--- src/rtl/fx_gbm_path_stepper.sv ---
// Geometric-Brownian-motion log-price path stepper: accumulates drift + vol*z per
// accepted z-score and emits each step's log-price tagged with its step index.
module fx_gbm_path_stepper #(
  parameter int WIDTH   = 32,
  parameter int QFRAC   = 16,
  parameter int N_STEPS = 64,
  parameter int STEP_W  = 8
) (
  input  logic                     clk,
  input  logic                     rst_n,
  input  logic                     start,
  input  logic signed [WIDTH-1:0]  log_s0,
  input  logic signed [WIDTH-1:0]  drift_dt,
  input  logic signed [WIDTH-1:0]  vol_sqrt_dt,
  input  logic                     valid_in,
  input  logic signed [WIDTH-1:0]  z,
  output logic                     ready_out,
  output logic                     busy,
  output logic                     valid_out,
  output logic signed [WIDTH-1:0]  log_s,
  output logic [STEP_W-1:0]        step_idx,
  output logic                     path_done,
  output logic                     start_err
);

  typedef enum logic [1:0] {IDLE, RUN, DRAIN} state_t;

  localparam logic [STEP_W-1:0]       LAST = STEP_W'(N_STEPS);
  localparam logic signed [WIDTH-1:0] MAXV = {1'b0, {(WIDTH-1){1'b1}}};
  localparam logic signed [WIDTH-1:0] MINV = {1'b1, {(WIDTH-1){1'b0}}};

  // Product path: floor-shift the full product, then clamp to WIDTH.
  function automatic logic signed [WIDTH-1:0] sat_prod(input logic signed [2*WIDTH-1:0] p);
    logic signed [2*WIDTH-1:0] sh;
    sh = p >>> QFRAC;
    if ((&sh[2*WIDTH-1:WIDTH-1]) || (~|sh[2*WIDTH-1:WIDTH-1]))
      return sh[WIDTH-1:0];
    else if (sh[2*WIDTH-1])
      return MINV;
    else
      return MAXV;
  endfunction

  function automatic logic signed [WIDTH-1:0] sat_sum(input logic signed [WIDTH+1:0] s);
    if ((&s[WIDTH+1:WIDTH-1]) || (~|s[WIDTH+1:WIDTH-1]))
      return s[WIDTH-1:0];
    else if (s[WIDTH+1])
      return MINV;
    else
      return MAXV;
  endfunction

  state_t                    state, state_nxt;
  logic signed [WIDTH-1:0]   drift_lat, vol_lat, acc;
  logic [STEP_W-1:0]         acc_cnt, out_cnt;
  logic [STEP_W-1:0]         acc_cnt_inc, out_cnt_inc;
  logic                      accept, start_ok;
  logic signed [2*WIDTH-1:0] vol_x, z_x, prod_full;
  logic signed [WIDTH-1:0]   prod_p1;
  logic                      vld_p1;
  logic signed [WIDTH+1:0]   sum_p2;
  logic signed [WIDTH-1:0]   sum_sat_p2;

  assign ready_out   = (state == RUN);
  assign busy        = (state != IDLE);
  assign accept      = valid_in && ready_out;
  assign start_ok    = start && (state == IDLE);
  assign acc_cnt_inc = acc_cnt + 1'b1;
  assign out_cnt_inc = out_cnt + 1'b1;

  always_ff @(posedge clk or negedge rst_n) begin
    if (!rst_n) state <= IDLE;
    else        state <= state_nxt;
  end

  always_comb begin
    state_nxt = state;
    case (state)
      IDLE:    if (start) state_nxt = RUN;
      RUN:     if (accept && (acc_cnt_inc == LAST)) state_nxt = DRAIN;
      DRAIN:   if (path_done) state_nxt = IDLE;
      default: state_nxt = IDLE;
    endcase
  end

  // Path control: coefficient latch, accept counter, busy-start flag.
  always_ff @(posedge clk or negedge rst_n) begin
    if (!rst_n) begin
      drift_lat <= '0;
      vol_lat   <= '0;
      acc_cnt   <= '0;
      start_err <= 1'b0;
    end else begin
      start_err <= start && (state != IDLE);
      if (start_ok) begin
        drift_lat <= drift_dt;
        vol_lat   <= vol_sqrt_dt;
        acc_cnt   <= '0;
      end else if (accept) begin
        acc_cnt   <= acc_cnt_inc;
      end
    end
  end

  assign vol_x     = {{WIDTH{vol_lat[WIDTH-1]}}, vol_lat};
  assign z_x       = {{WIDTH{z[WIDTH-1]}}, z};
  assign prod_full = vol_x * z_x;

  // Stage 1: scaled diffusion term vol*z.
  always_ff @(posedge clk or negedge rst_n) begin
    if (!rst_n) begin
      prod_p1 <= '0;
      vld_p1  <= 1'b0;
    end else begin
      vld_p1 <= accept;
      if (accept) prod_p1 <= sat_prod(prod_full);
    end
  end

  assign sum_p2 = {{2{acc[WIDTH-1]}}, acc} + {{2{drift_lat[WIDTH-1]}}, drift_lat}
                + {{2{prod_p1[WIDTH-1]}}, prod_p1};
  assign sum_sat_p2 = sat_sum(sum_p2);

  // Stage 2: accumulate into the log-price and publish the step.
  always_ff @(posedge clk or negedge rst_n) begin
    if (!rst_n) begin
      acc       <= '0;
      out_cnt   <= '0;
      log_s     <= '0;
      step_idx  <= '0;
      valid_out <= 1'b0;
      path_done <= 1'b0;
    end else begin
      valid_out <= vld_p1;
      path_done <= vld_p1 && (out_cnt_inc == LAST);
      if (start_ok) begin
        acc     <= log_s0;
        out_cnt <= '0;
      end else if (vld_p1) begin
        acc      <= sum_sat_p2;
        log_s    <= sum_sat_p2;
        out_cnt  <= out_cnt_inc;
        step_idx <= out_cnt_inc;
      end
    end
  end

endmodule

--- config.mk ---
export PLATFORM = sky130hd
export DESIGN_NAME = fx_gbm_path_stepper
export DESIGN_NICKNAME = d
export VERILOG_FILES = /design/src/rtl/fx_gbm_path_stepper.sv
export SDC_FILE = /design/constraint.sdc
export NUM_CORES = 2
export LEC_CHECK = 0
export ABC_CLOCK_PERIOD_IN_PS = 10400
export CAP_MARGIN = 5
export CORE_MARGIN = 2
export CORE_UTILIZATION = 60
export DETAILED_ROUTE_END_ITERATION = 10
export GPL_TIMING_DRIVEN = 0
export PLACE_DENSITY = 0.79
export RECOVER_POWER = 100
export SETUP_SLACK_MARGIN = 0.4
export SLEW_MARGIN = 10
export SYNTH_ARGS = -nofsm -noshare
export SYNTH_HDL_FRONTEND = slang
export SYNTH_SLANG_ARGS = --single-unit
--- constraint.sdc ---
create_clock -name clk -period 10.4 [get_ports clk]
set_input_delay 1.04 -clock clk [delete_from_list [all_inputs] [get_ports clk]]
set_output_delay 1.04 -clock clk [all_outputs]
set_load 0.1 [all_outputs]
==> results.md <==
* CP required at ~11 ns
* Clk pin slew, worst setup/hold paths at about 0.10 ns
* TritonCTS clock tree: yes
* Max Fanout on Critical Path at 10
* Most prevalent standard cell on the critical path: sky130_fd_sc_hd__fa_1
* Floorplan row count at 101
* Setup repair after global routing missed its margin: true
* Result of the run: complete, but fails checks
* Cell Area, Synth at around 46000 um2
* Ratio of cells with drive above 1 in the final layout at 0.0479
* Post-CTS Hold Fix Bufs at 0
* Final-layout setup total negative slack at 0 ns
* Critical path launch point type: input pin
* Standard cell core area at 76300 um2
* Depth of the CTS H-tree at 4
* Count of distinct cell types in the synthesized netlist at 74
* First-pass iteration count of the detailed router at 7
* Maximum count of clock buffers along a single path at 2
* Total power per unit cell area at between 30 and 40 nW/um2
* Total overflow reported by the global router at 0
* Synth cell count leaders: sky130_fd_sc_hd__fa_1, sky130_fd_sc_hd__inv_1, sky130_fd_sc_hd__nand2_1
* Post-detailed-route wirelength per cell at 25.4 um
* Post-synth top area cell: sky130_fd_sc_hd__fa_1
* DRT iter0 DRCs at about 4400
* Worst R2R Start: vol_lat[14]
* Final Setup Violations at 0
* Number of warnings issued by yosys at 0
* Vias in the first global route at about 40000
* Reported leakage power at approximately 26 nW
* FFs w/ async S/R, synth at 1.00
* Sequential cell area at 4750 um2
* Area taken by multi-input logic gates at 37200 um2
* Sort of element at the end of the critical path: flop
* Via count at about 38000
* Syn Area/Cell at 9.24 um2
* Cts bufs inserted at 17
* TritonCTS Sinks at 190
* Stage delay of the slowest cell on the critical path at 0.70 ns
* Launch point of the worst path: z[16]
* Top cells by area, synth: sky130_fd_sc_hd__fa_1, sky130_fd_sc_hd__dfrtp_1, sky130_fd_sc_hd__inv_1
* Post-route DRC at 0
* Gp weighted congestion at 1.09
* First-pass GRT wire length at 242 mm
* Synth Instances at roughly 5000
* Worst-margin pin slew at 5.45 ns
* Overall global routing resource usage at 0.420
* Capturing element of the worst setup path: prod_p1[13]
* Kind of critical path: in -> reg
* Final number of hold-violating endpoints at 0
* Final #Nets at about 6700
* Achievable clock frequency at 99.1 MHz
* Filler Cell Count at 6216
* HPWL after detailed placement at 135 mm
* FF+latch count, synth at 190
* Fraction of the yosys area taken by sequential cells at 0.102
* Syn-to-layout area delta at 9.49%
* Initial cell density of the core at 0.608
* Slew headroom at -2.63
* Worst min-delay path category: reg -> reg
* Worst reg-to-reg path cell count at 26
* Top Ports at ~180
* DRT antenna net count at 0
* Share of the clock period used by the worst path at 0.970
* Synth top area share at 0.480
* Final cell area excluding filler cells at between 50000 and 60000 um2
* CTS Root Cell: sky130_fd_sc_hd__clkbuf_16
* Peak ir drop on the vdd network at roughly 0.13 mV
* Total of buffers placed on input and output ports at 176
* Final wirelength at approximately 160 mm
* Clock insertion delay at the later pin of the skew report at 0.53 ns
* Die W at around 280 um
* Floorplan die area at between 70000 and 80000 um2
* Number of max-capacitance violations reported at 2
* Leading register cell type out of synthesis: sky130_fd_sc_hd__dfrtp_1
* Setup clock skew after layout at between 0.03 and 0.04 ns
* Worst setup slack for register-to-register paths at around 0.33 ns
* Vias per Instance at ~6
* Top-count cell post-synth: sky130_fd_sc_hd__fa_1
* Instance area at placement at 49500 um2
* Initial antenna violation count at 6
* Number of flops mapped to enable cells by yosys at 0
* Die H at around 280 um
* Capturing point of the worst reg2reg path: prod_p1[13]
* Data arrival at the endpoint of the critical path at about 10 ns
* Violated checks: capacitance limit, slew limit
* Final Util at 0.666
* Master of the slowest instance on the critical path: sky130_fd_sc_hd__o31ai_1
* Shortest clock period the worst path allows after layout at 10.09 ns
* Largest net degree at the start of global routing at about 100
* Final-report max-slew violation count at approximately 190
* Synth Net Count at 6486
## timing repair
| action | in CTS | in global routing |
|---|---|---|
| setup endpoints to repair | 32 | 32 |
| setup buffers | 17 | 11 |
| gates cloned | 0 | 2 |
| resized for setup | 104 | 219 |
| pin swaps | 7 | 11 |
| endpoints found under the hold margin | 0 | 0 |
## flip-flops by register name, summed over array words and instances, names as in the netlist, 2 cells and up
| signal | count |
|---|---|
| prod_p1 | 32 |
| acc_cnt | 8 |
| log_s | 32 |
| state | 2 |
| vol_lat | 32 |
| out_cnt | 8 |
| drift_lat | 32 |
| acc | 32 |
| step_idx | 8 |
## report_power, final
group / internal (mW) / switching (mW)
sequential: 0.739 / 0.0000383
combinational: 0.110 / 0.228
clock: 0.345 / 0.460
total: 1.19 / 0.689
## layer usage
layer | GRT usage | routed length, um | share of wire | vias to the layer above
met5 | 0 | 27 | 0.00017 | -
met3 | 0.135 | 20900 | 0.13 | 632
met2 | 0.635 | 70500 | 0.44 | 2512
met4 | 0.241 | 11800 | 0.074 | 2
met1 | 0.537 | 56600 | 0.35 | 19129
li1 | - | - | - | 15533
## how the worst min path moves through the flow
stage	startpoint	end	slack (ns)	cells after the start
final	step_idx[1]	step_idx[1]	0.48	2
after global routing	step_idx[3]	step_idx[3]	0.51	2
after CTS	step_idx[1]	step_idx[1]	0.49	2
after detailed placement	step_idx[1]	step_idx[1]	0.47	2
after global placement	step_idx[1]	step_idx[1]	0.46	2
after floorplan	vld_p1	valid_out	0.42	0
## stage by stage
stage / hold WS, ns / worst slack [ns] / std cells / power [mW]
2_1_floorplan: 0.415 / 0.571 / 5024 / 0.877
3_3_place_gp: 0.463 / -1.69 / 6230 / 1.06
3_5_place_dp: 0.469 / -1.88 / 6231 / 1.06
4_1_cts: 0.492 / 0.402 / 6280 / 1.86
5_1_grt: 0.513 / 0.202 / 6294 / 1.91
6_report: 0.482 / 0.307 / 6298 / 1.88
## worst max-delay path, delay by kind of cell
| kind | cells | cell delay, ns |
|---|---|---|
| adders and majority gates | 9 | 4.37 |
| AOI/OAI and AO/OA | 6 | 1.99 |
| buffers and inverters | 5 | 1.53 |
| and+or+nand+nor | 6 | 1.52 |
## cells by family (layout without fill, tap and decap cells)
kind of cell    after synthesis  in the layout  synth area share
mux                           8              8           0.00173
compound gates              445            445            0.0602
buf+inv                    1219           1458            0.0997
flops                       190            190             0.102
fa+ha+maj                  1330           1330             0.539
xor+xnor                     92             92            0.0174
other cells                   0              5                 0
simple gates               1740           1740             0.180
## area by class of cell
class	count	area share
clock inverters	15	0.00441
multi-input cells	3615	0.732
repair buffers	207	0.0396
inverters	946	0.0701
plain buffers	273	0.0263
flip-flops and latches	190	0.0935
clock buffers	17	0.00837
diodes	5	0.000246
well taps	1030	0.0254
## placed cells by master (no fill, tap or decap), types with 110 or more instances in the layout
master                            netlist  final
sky130_fd_sc_hd__fa_1                1114   1103
sky130_fd_sc_hd__a21oi_1              131    126
sky130_fd_sc_hd__nor2_1               190    190
sky130_fd_sc_hd__dfrtp_1              190    190
sky130_fd_sc_hd__and2_1               514    512
sky130_fd_sc_hd__inv_1                946    940
sky130_fd_sc_hd__clkbuf_1             240    149
sky130_fd_sc_hd__nand2_1              803    800
sky130_fd_sc_hd__ha_1                 216    216
sky130_fd_sc_hd__clkdlybuf4s50_1        0    110
Power figures use the tool's default switching activity.
